==> config.mk <==
export PLATFORM = sky130hd
export DESIGN_NAME = mdr_mem_ctrl
export DESIGN_NICKNAME = d
export VERILOG_FILES = /design/src/rtl/mdr_mem_ctrl.sv
export SDC_FILE = /design/constraint.sdc
export NUM_CORES = 1
export LEC_CHECK = 0
export ABC_AREA = 1
export ABC_CLOCK_PERIOD_IN_PS = 2400
export CELL_PAD_IN_SITES_DETAIL_PLACEMENT = 0
export CELL_PAD_IN_SITES_GLOBAL_PLACEMENT = 1
export CORE_MARGIN = 10
export CORE_UTILIZATION = 27
export DETAILED_ROUTE_END_ITERATION = 8
export PLACE_DENSITY = 0.87
export SYNTH_ARGS = -nofsm -noshare
export SYNTH_HDL_FRONTEND = slang
export SYNTH_SLANG_ARGS = --single-unit
==> constraint.sdc <==
create_clock -name clk -period 2.4 [get_ports clk]
set_input_delay 0.48 -clock clk [delete_from_list [all_inputs] [get_ports clk]]
set_output_delay 0.48 -clock clk [all_outputs]
set_load 0.02 [all_outputs]
==> src/rtl/mdr_mem_ctrl.sv <==
// MAR/MDR registers and the single-outstanding memory read/write handshake FSM.
// Every access ends with a one-cycle DONE state; err marks an access that timed out.
module mdr_mem_ctrl #(
  parameter int DATA_W  = 32,
  parameter int ADDR_W  = 9,
  parameter int TIMEOUT = 16
) (
  input  logic              clk,
  input  logic              clr,
  input  logic [DATA_W-1:0] bus_in,
  input  logic              mar_in,
  input  logic              mdr_in,
  input  logic              mem_rd_req,
  input  logic              mem_wr_req,
  input  logic [DATA_W-1:0] mem_rdata,
  input  logic              mem_ready,
  output logic              mem_re,
  output logic              mem_we,
  output logic [ADDR_W-1:0] mem_addr,
  output logic [DATA_W-1:0] mem_wdata,
  output logic [DATA_W-1:0] mdr_out,
  output logic              busy,
  output logic              done,
  output logic              err
);

  localparam int CNT_W = (TIMEOUT > 2) ? $clog2(TIMEOUT) : 1;
  localparam logic [CNT_W-1:0] CNT_LAST = CNT_W'(TIMEOUT - 1);

  typedef enum logic [1:0] {
    IDLE    = 2'd0,
    RD_WAIT = 2'd1,
    WR_WAIT = 2'd2,
    DONE    = 2'd3
  } state_t;

  state_t              state_q, state_d;
  logic [ADDR_W-1:0]   mar_q, mar_d;
  logic [DATA_W-1:0]   mdr_q, mdr_d;
  logic [CNT_W-1:0]    cnt_q, cnt_d;
  logic                err_q, err_d;

  always_ff @(posedge clk) begin
    if (clr) begin
      state_q <= IDLE;
      mar_q   <= '0;
      mdr_q   <= '0;
      cnt_q   <= '0;
      err_q   <= 1'b0;
    end else begin
      state_q <= state_d;
      mar_q   <= mar_d;
      mdr_q   <= mdr_d;
      cnt_q   <= cnt_d;
      err_q   <= err_d;
    end
  end

  always_comb begin
    state_d = state_q;
    mar_d   = mar_q;
    mdr_d   = mdr_q;
    cnt_d   = cnt_q;
    err_d   = err_q;
    case (state_q)
      IDLE: begin
        // Loads land on the same edge the access starts, so the strobe
        // cycle already presents the freshly loaded MAR/MDR.
        if (mar_in) mar_d = bus_in[ADDR_W-1:0];
        if (mdr_in) mdr_d = bus_in;
        cnt_d = '0;
        if (mem_rd_req)      state_d = RD_WAIT;
        else if (mem_wr_req) state_d = WR_WAIT;
      end
      RD_WAIT, WR_WAIT: begin
        if (mem_ready) begin
          state_d = DONE;
          err_d   = 1'b0;
          if (state_q == RD_WAIT) mdr_d = mem_rdata;
        end else if (cnt_q == CNT_LAST) begin
          state_d = DONE;
          err_d   = 1'b1;
        end else begin
          cnt_d = cnt_q + CNT_W'(1);
        end
      end
      DONE: begin
        state_d = IDLE;
        cnt_d   = '0;
      end
      default: state_d = IDLE;
    endcase
  end

  assign mem_re    = (state_q == RD_WAIT);
  assign mem_we    = (state_q == WR_WAIT);
  assign busy      = (state_q != IDLE);
  assign done      = (state_q == DONE);
  assign err       = (state_q == DONE) && err_q;
  assign mem_addr  = mar_q;
  assign mem_wdata = mdr_q;
  assign mdr_out   = mdr_q;

endmodule

==> results of run 1 <==
-- worst reg2reg max path: stages (launching register included) --
cell	delay, ps
dfxtp_1	400
inv_1	80
ha_1	350
buf_4	400
nand3_1	240
nand2_1	130
nand2_1	60
a21oi_1	140
-- flip-flops by register name, indices dropped and copies added, names as in the netlist --
signal / cells
mem_addr: 9
mdr_out: 32
state_q: 2
err_q: 1
cnt_q: 4
-- layer usage --
layer / up-vias / GRT usage [%]
met5: - / 0
met4: 0 / 2.47
met1: 1223 / 13.1
met3: 5 / 5.86
met2: 101 / 21.5
li1: 1385 / -
-- worst min path at each step --
stage,slack [ps],end,start
finish,490,mdr_out[18],mdr_out[18]
detailed placement,480,mem_addr[8],mem_addr[8]
CTS,490,mdr_out[18],mdr_out[18]
global route,510,mem_addr[5],mem_addr[5]
floorplan,440,err_q,err_q
global placement,460,mem_addr[4],mem_addr[4]
-- kinds of logic after synthesis --
kind of cell | after synthesis
AOI/OAI and AO/OA | 58
and+or+nand+nor | 200
DFF | 48
buffers and inverters | 67
adders and majority gates | 5
-- cells in the final DEF (no fill, tap or decap) --
| master | synthesis | layout |
|---|---|---|
| dfxtp_1 | 48 | 48 |
| buf_4 | 35 | 6 |
| o21ai_0 | 17 | 17 |
| buf_12 | 0 | 1 |
| nand3_1 | 36 | 36 |
| clkdlybuf4s50_1 | 0 | 148 |
| inv_1 | 12 | 12 |
| clkbuf_8 | 0 | 6 |
| a21oi_1 | 41 | 41 |
| inv_2 | 1 | 1 |
| clkinv_2 | 0 | 2 |
| nand2_2 | 2 | 2 |
| ha_1 | 5 | 5 |
| nand2_1 | 141 | 141 |
| nor2_1 | 21 | 21 |
-- power by group --
part	internal, mW	switching [mW]
Clock	0.230	0.263
Sequential	1.14	0.268
Combinational	1.72	2.46
-- cell type report --
type,instances,area (sq um),area share (%)
Clock buffer,6,82.6,2.10
Clock inverter,2,10.0,0.254
Inverter,13,48.8,1.24
Multi-Input combinational cell,263,1150,29.3
Sequential cell,48,961,24.4
Tap cell,111,139,3.52
Timing Repair Buffer,155,1550,39.2
-- through the flow --
step           setup WS (ps)  utilization, %  std cells  total power, mW
2_1_floorplan            960               -        378             4.25
3_3_place_gp             542            41.9        590             5.61
3_5_place_dp             497            41.9        590             5.67
4_1_cts                  181            42.9        598             6.18
5_1_grt                  119            42.9        598             6.62
6_report                 176            42.9        598             6.07
==> key figures, run 1 <==
Critical path
  • Critical Path Source Type: flip-flop
  • Crit path cell chain: inv_1, ha_1, inv_2, clkdlybuf4s50_1
  • Crit path to: busy
  • R2R depth: 7
  • Critical Path RT: 1920 ps
  • Worst reg2reg path startpoint: state_q[0]
  • Crit path max fanout: 5
  • Max stage delay on crit path: 600 ps
  • Crit-path leading delay family: buffers and inverters
  • CP endpoint kind: output pin
  • Crit path DAT: 1740 ps
  • Number of cells on the critical path: 4
  • Reg2reg setup slack: 530 ps
  • Worst path slowest cell: clkdlybuf4s50_1
  • RR Endpoint: state_q[1]
  • Critical path origin: state_q[0]
  • Crit Path Class: flip-flop to output pin
  • Buf/Inv on CP: 3

Timing
  • Final Hold Viols: 0
  • Max Slew Vio Count: 0
  • Tightest Pin Transition: 407 ps
  • Final setup TNS: 0 ps
  • RSZ-0062 raised after global routing: false
  • FMAX: 0.450 GHz
  • Worst clock skew: 5.74 ps
  • Min cycle time layout: 2220 ps
  • Slew headroom: 72.9%
  • Setup violators final: 0
  • Crit share post-route: 92.7%
  • Hold WS: 486 ps

Power
  • Peak supply drop: 0.705 mV
  • Leakage: 1.63 nW
  • Pwr dens: 1540 nW/um^2

Yosys
  • Synth Register Bits: 48
  • Cell variety after synth: 14
  • Leading area contributor after synthesis: dfxtp_1
  • Mapped cell area: 2530 sq um
  • Yosys top cell area share: 37.9%
  • Synth Area in Compound Gates: 11.5%
  • Largest family of logic cells by synthesized area: simple AND/OR/NAND/NOR gates
  • Adder-cell area share of the yosys netlist: 2.47%
  • Synth top cells by count: 141 x nand2_1, 48 x dfxtp_1, 41 x a21oi_1
  • Area contributors post-synth: dfxtp_1 38%, nand2_1 21%, buf_4 10%, a21oi_1 8.1%, nand3_1 7.1%
  • Synth Area in Simple Gates: 31.6%
  • Mux share of post-synthesis cell area: 0%
  • Count leader, synth: nand2_1
  • Part of the Yosys area used for sequential elements: 37.9%
  • Async S/R FF share, synth: 0%
  • Synthesized net count: 454
  • Post-synthesis xor/xnor area fraction: 0%
  • Ys Warns: 0
  • Count of flip-flops with a built-in enable after synthesis: 0
  • Cells after synthesis: 378
  • Synthesized area per cell: 6.70 sq um
  • Synth Flop Type: dfxtp_1

Drt
  • WL/cell: 14.7 microns
  • Vias/cell: 4.54
  • Residual DRC: 0
  • Met3 WL: 1.01 mm
  • Drt first pass iters: 4
  • Max Used Layer: met4
  • Starting DRT DRC Count: 100
  • Via count: 2,714
  • DR WL met2: 4.22 mm
  • Final wirelength: 8.77 mm
  • WL met1: 3.48 mm
  • Post-route ant nets: 0

Placement
  • Area after DPL: 3850 sq um
  • Routability congestion estimate: 0.754
  • Dpl hpwl: 6.88 mm
  • Buffers on Ports: 148

Clocking
  • PostCTS Resize Cnt: 0
  • CTS tree: done
  • CTS Hold Bufs: 0
  • H-tree depth: 2
  • Root Driver: clkbuf_8
  • Sink Count: 48
  • CTS Buf Count: 5
  • Clock transition at path regs: 90 ps
  • Clk_lat worst skew: 290 ps
  • Post-CTS Setup Bufs: 0
  • Clock tree buffer depth: 2

Floorplan
  • Total die area: 13,700 sq um
  • Chip Height: 117 microns
  • Die Span X: 117 microns
  • Starting Density: 27.6%
  • FP Rows: 35
  • Boundary pin count: 149
  • CORE AREA: 9200 sq um

Cells and area
  • Area growth, synth to finish: 55.6%
  • Layout cells sized above 1: 3.70%
  • Final-layout fill cell count: 957
  • Final layout net count: 562
  • ANT cells: 0
  • Final instance area: 3940 sq um

Hold path
  • Worst Hold Class: flip-flop to flip-flop
  • Hold path depth: 2

Global route
  • First-pass GRT wire length: 13.5 mm
  • Initial antenna violation count: 0
  • Overall global routing resource usage: 12.2%
  • GR Overflow Total: 0
  • Pin count of the biggest net entering global routing: 39
  • Vias in the first global route: 2,705

Flow run
  • Number of max-cap violations: 0

Status
  • Status: complete, no violations
Power figures use the tool's default switching activity.
==> inputs of run 2 (changes only) <==
CAP_MARGIN = 40   (was unset)
CTS_CLUSTER_SIZE = 28   (was unset)
PLACE_DENSITY = unset   (was 0.87)
PLACE_DENSITY_LB_ADDON = 0.12   (was unset)
==> key figures, run 2 (synthesis results as in run 1) <==
Placement
  • Routability congestion estimate: 0.747
  • Dpl hpwl: 7.04 mm
  • Placed cells: 593
  • Buffers on Ports: 148
  • Pre-CTS setup slack: 485 ps

Critical path
  • Crit path cell chain: inv_1, ha_1, inv_2, clkdlybuf4s50_1
  • Crit path max fanout: 5
  • Critical Path RT: 1920 ps
  • Crit path DAT: 1710 ps
  • Crit-path leading delay family: buffers and inverters
  • Crit Path Class: flip-flop to output pin
  • Worst path slowest cell: clkdlybuf4s50_1
  • CP endpoint kind: output pin
  • Critical Path Source Type: flip-flop
  • Buf/Inv on CP: 3
  • Max stage delay on crit path: 600 ps

Timing
  • Setup violators final: 0
  • Final setup TNS: 0 ps
  • Max Slew Vio Count: 0
  • Final Hold Viols: 0
  • RSZ-0062 raised after global routing: false
  • Min cycle time layout: 2190 ps
  • Worst clock skew: 7.42 ps
  • Final setup margin: 213 ps
  • Slew headroom: 76.4%
  • Crit share post-route: 91.1%
  • FMAX: 0.457 GHz
  • Tightest Pin Transition: 354 ps

Clocking
  • H-tree depth: 2
  • Clock tree buffer depth: 2
  • Root Driver: clkbuf_8
  • CTS tree: done
  • Clock transition at path regs: 90 ps
  • Post-CTS Setup Bufs: 0
  • Sink Count: 48
  • CTS Hold Bufs: 0
  • Clk_lat worst skew: 300 ps
  • PostCTS Resize Cnt: 0
  • CTS Buf Count: 5

Cells and area
  • Most common cell after layout, fill and taps aside: clkdlybuf4s50_1
  • Layout cells sized above 1: 4.29%
  • Most frequent cells in the layout: 148 x clkdlybuf4s50_1, 141 x nand2_1, 48 x dfxtp_1, 41 x a21oi_1, 36 x nand3_1
  • Final Util: 43.1%
  • Final layout net count: 565
  • Area growth, synth to finish: 56.4%
  • Max reg flops: 32
  • ANT cells: 0
  • Layout Cells excl Fill: 601

Drt
  • Final wirelength: 9.05 mm
  • Post-route ant nets: 0
  • WL/cell: 15.1 microns
  • Drt first pass iters: 4
  • Residual DRC: 0
  • Vias/cell: 4.49
  • Starting DRT DRC Count: 114
  • Via count: 2,700

Floorplan
  • Total die area: 13,700 sq um
  • Die Span X: 117 microns
  • FP Rows: 35
  • Chip Height: 117 microns
  • CORE AREA: 9200 sq um
  • Starting Density: 27.6%
  • Boundary pin count: 149

Global route
  • Vias in the first global route: 2,715
  • Initial antenna violation count: 0
  • Overall global routing resource usage: 12.8%
  • First-pass GRT wire length: 14.0 mm
  • Pin count of the biggest net entering global routing: 33
  • GR Overflow Total: 0

Power
  • Leakage: 1.64 nW
  • Overall power: 6.17 mW
  • Pwr dens: 1560 nW/um^2
  • Peak supply drop: 0.675 mV

Hold path
  • Worst Hold Class: flip-flop to flip-flop

Flow run
  • Number of max-cap violations: 0

Status
  • Status: complete, no violations
## run 2: cell types whose count changed in the layout (fill, tap and decap cells not counted)
cell,change
buf_4,+3
## run 2: worst reg2reg max path, cell delays in order (launching register included)
cell	delay, ps
dfxtp_1	390
inv_1	80
ha_1	490
nand2_1	160
nand2_2	100
buf_4	330
nand3_1	130
a21oi_1	160
## run 2: metal layers
metal  global-route usage [%]  wire (microns)  vias to the layer above
met4                     3.05              93                        0
met2                     22.1            4360                       90
met5                        0               0                        -
li1                         -               -                     1387
met1                     14.6            3770                     1215
met3                     4.84             823                        8
## run 2: final cells by class
type,instances,area (sq um)
Multi-Input combinational cell,263,1150
Clock buffer,6,82.6
Inverter,13,48.8
Sequential cell,48,961
Tap cell,111,139
Fill cell,980,5230
Timing Repair Buffer,158,1570
Clock inverter,2,10.0
## run 2: final timing paths
path / start / endpoint / slack, ps / cells past startpoint
worst max-delay path: state_q[0] / busy / 210 / 4
worst min-delay path: mdr_out[9] / mdr_out[9] / 490 / 2
worst max register to register: state_q[1] / mdr_out[8] / 480 / 7
worst min register to register: mdr_out[9] / mdr_out[9] / 490 / 2
## run 2: through the flow
| stage | cell area (sq um) | hold slack [ps] |
|---|---|---|
| global route | 3960 | 518 |
| global placement | 3870 | 465 |
| detailed placement | 3870 | 478 |
| CTS | 3960 | 492 |
| floorplan | 2530 | 442 |
| finish | 3960 | 486 |
## run 2: power breakdown
group	switching [mW]	internal, mW	total, mW
logic	2.47	1.77	4.24
registers	0.270	1.14	1.41
clock network	0.284	0.231	0.515
==> inputs of run 3 (changes only) <==
--- a/constraint.sdc
+++ b/constraint.sdc
@@ -3,2 +3,2 @@
 set_output_delay 0.48 -clock clk [all_outputs]
-set_load 0.02 [all_outputs]
+set_load 0.1 [all_outputs]
==> key figures, run 3 (synthesis results as in run 1) <==
Timing
  • Min cycle time layout: 1810 ps
  • Crit share post-route: 75.2%
  • Final Hold Viols: 0
  • Slew headroom: 75.6%
  • Final setup TNS: 0 ps
  • Worst clock skew: 7.70 ps
  • Tightest Pin Transition: 365 ps
  • RSZ-0062 raised after global routing: false
  • Setup violators final: 0
  • Max Slew Vio Count: 0
  • FMAX: 0.554 GHz
  • Final setup margin: 594 ps

Clocking
  • Clock transition at path regs: 90 ps
  • CTS Hold Bufs: 0
  • PostCTS Resize Cnt: 0
  • Post-CTS Setup Bufs: 0
  • Sink Count: 48
  • Root Driver: clkbuf_8
  • Clock tree buffer depth: 2
  • Clk_lat worst skew: 300 ps
  • CTS Buf Count: 5
  • H-tree depth: 2
  • CTS tree: done

Global route
  • Overall global routing resource usage: 12.4%
  • Pin count of the biggest net entering global routing: 33
  • First-pass GRT wire length: 13.4 mm
  • Initial antenna violation count: 0
  • GR Overflow Total: 0
  • Vias in the first global route: 2,591

Cells and area
  • Most common cell after layout, fill and taps aside: nand2_1
  • ANT cells: 0
  • Final layout net count: 565
  • Max reg flops: 32
  • Most frequent cells in the layout: 141 x nand2_1, 86 x buf_4, 70 x clkdlybuf4s50_1, 48 x dfxtp_1, 41 x a21oi_1
  • Layout cells sized above 1: 19.8%
  • Area growth, synth to finish: 48.6%
  • Final Util: 41.0%

Floorplan
  • Boundary pin count: 149
  • CORE AREA: 9200 sq um
  • Starting Density: 27.6%
  • Die Span X: 117 microns
  • FP Rows: 35
  • Total die area: 13,700 sq um
  • Chip Height: 117 microns

Placement
  • Dpl hpwl: 6.97 mm
  • Routability congestion estimate: 0.764
  • Pre-CTS setup slack: 551 ps
  • Buffers on Ports: 148

Critical path
  • Buf/Inv on CP: 2
  • Crit path DAT: 2000 ps
  • Max stage delay on crit path: 430 ps
  • Worst path slowest cell: ha_1
  • Crit path cell chain: inv_1, ha_1, nand2_1, nand2_2, nand2_2, buf_12, nand2_1, a21oi_1
  • Crit-path leading delay family: simple AND/OR/NAND/NOR gates
  • CP endpoint kind: flip-flop
  • Crit path max fanout: 20
  • Crit Path Class: flip-flop to flip-flop
  • Critical Path RT: 2590 ps
  • Critical Path Source Type: flip-flop

Drt
  • Starting DRT DRC Count: 169
  • Vias/cell: 4.50
  • Met3 WL: 831 microns
  • Post-route ant nets: 0
  • Residual DRC: 0
  • Via count: 2,697
  • DR WL met2: 4.15 mm
  • Final wirelength: 8.87 mm
  • Max Used Layer: met4
  • WL/cell: 14.8 microns
  • Drt first pass iters: 4
  • WL met1: 3.81 mm

Hold path
  • Worst Hold Class: flip-flop to flip-flop

Flow run
  • Number of max-cap violations: 0

Status
  • Status: complete, no violations
## run 3: worst reg2reg max path: cells and delay by family, from the launching register on
| kind | cells | cell delay, ps |
|---|---|---|
| simple gates | 4 | 510 |
| fa+ha+maj | 1 | 430 |
| flops | 1 | 390 |
| buf+inv | 2 | 310 |
| compound gates | 1 | 50 |
## run 3: layout make-up
cell class / instances / area (sq um)
fill: 979 / 5430
timing repair buffer: 158 / 1390
multi-input combinational: 263 / 1150
sequential: 48 / 961
tap: 111 / 139
clock buffer: 6 / 72.6
inverter: 13 / 48.8
clock inverter: 1 / 5.00
## run 3: metrics by stage
stage	std cells	area, sq um	hold slack (ps)
final	600	3770	484
after global routing	600	3770	520
after CTS	600	3770	489
after detailed placement	593	3690	474
after global placement	593	3690	466
after floorplan	378	2530	442
## run 3: metal layers
layer,vias up,GRT usage (%)
li1,1390,-
met1,1194,14.9
met2,106,20.4
met3,7,4.43
met4,0,3.21
met5,-,0
## run 3: path summary, 6_finish.rpt
| check | end | startpoint | depth (start not counted) | slack, ps |
|---|---|---|---|---|
| setup / recovery | mdr_out[19] | state_q[1] | 8 | 590 |
| hold / removal | mdr_out[20] | mdr_out[20] | 2 | 480 |
| setup reg to reg | mdr_out[19] | state_q[1] | 8 | 590 |
| hold reg to reg | mdr_out[20] | mdr_out[20] | 2 | 480 |
Power of run 3 is left out: the tool's default activity adds up to more than one toggle a clock period on the data nets, which glitch-free logic cannot reach.
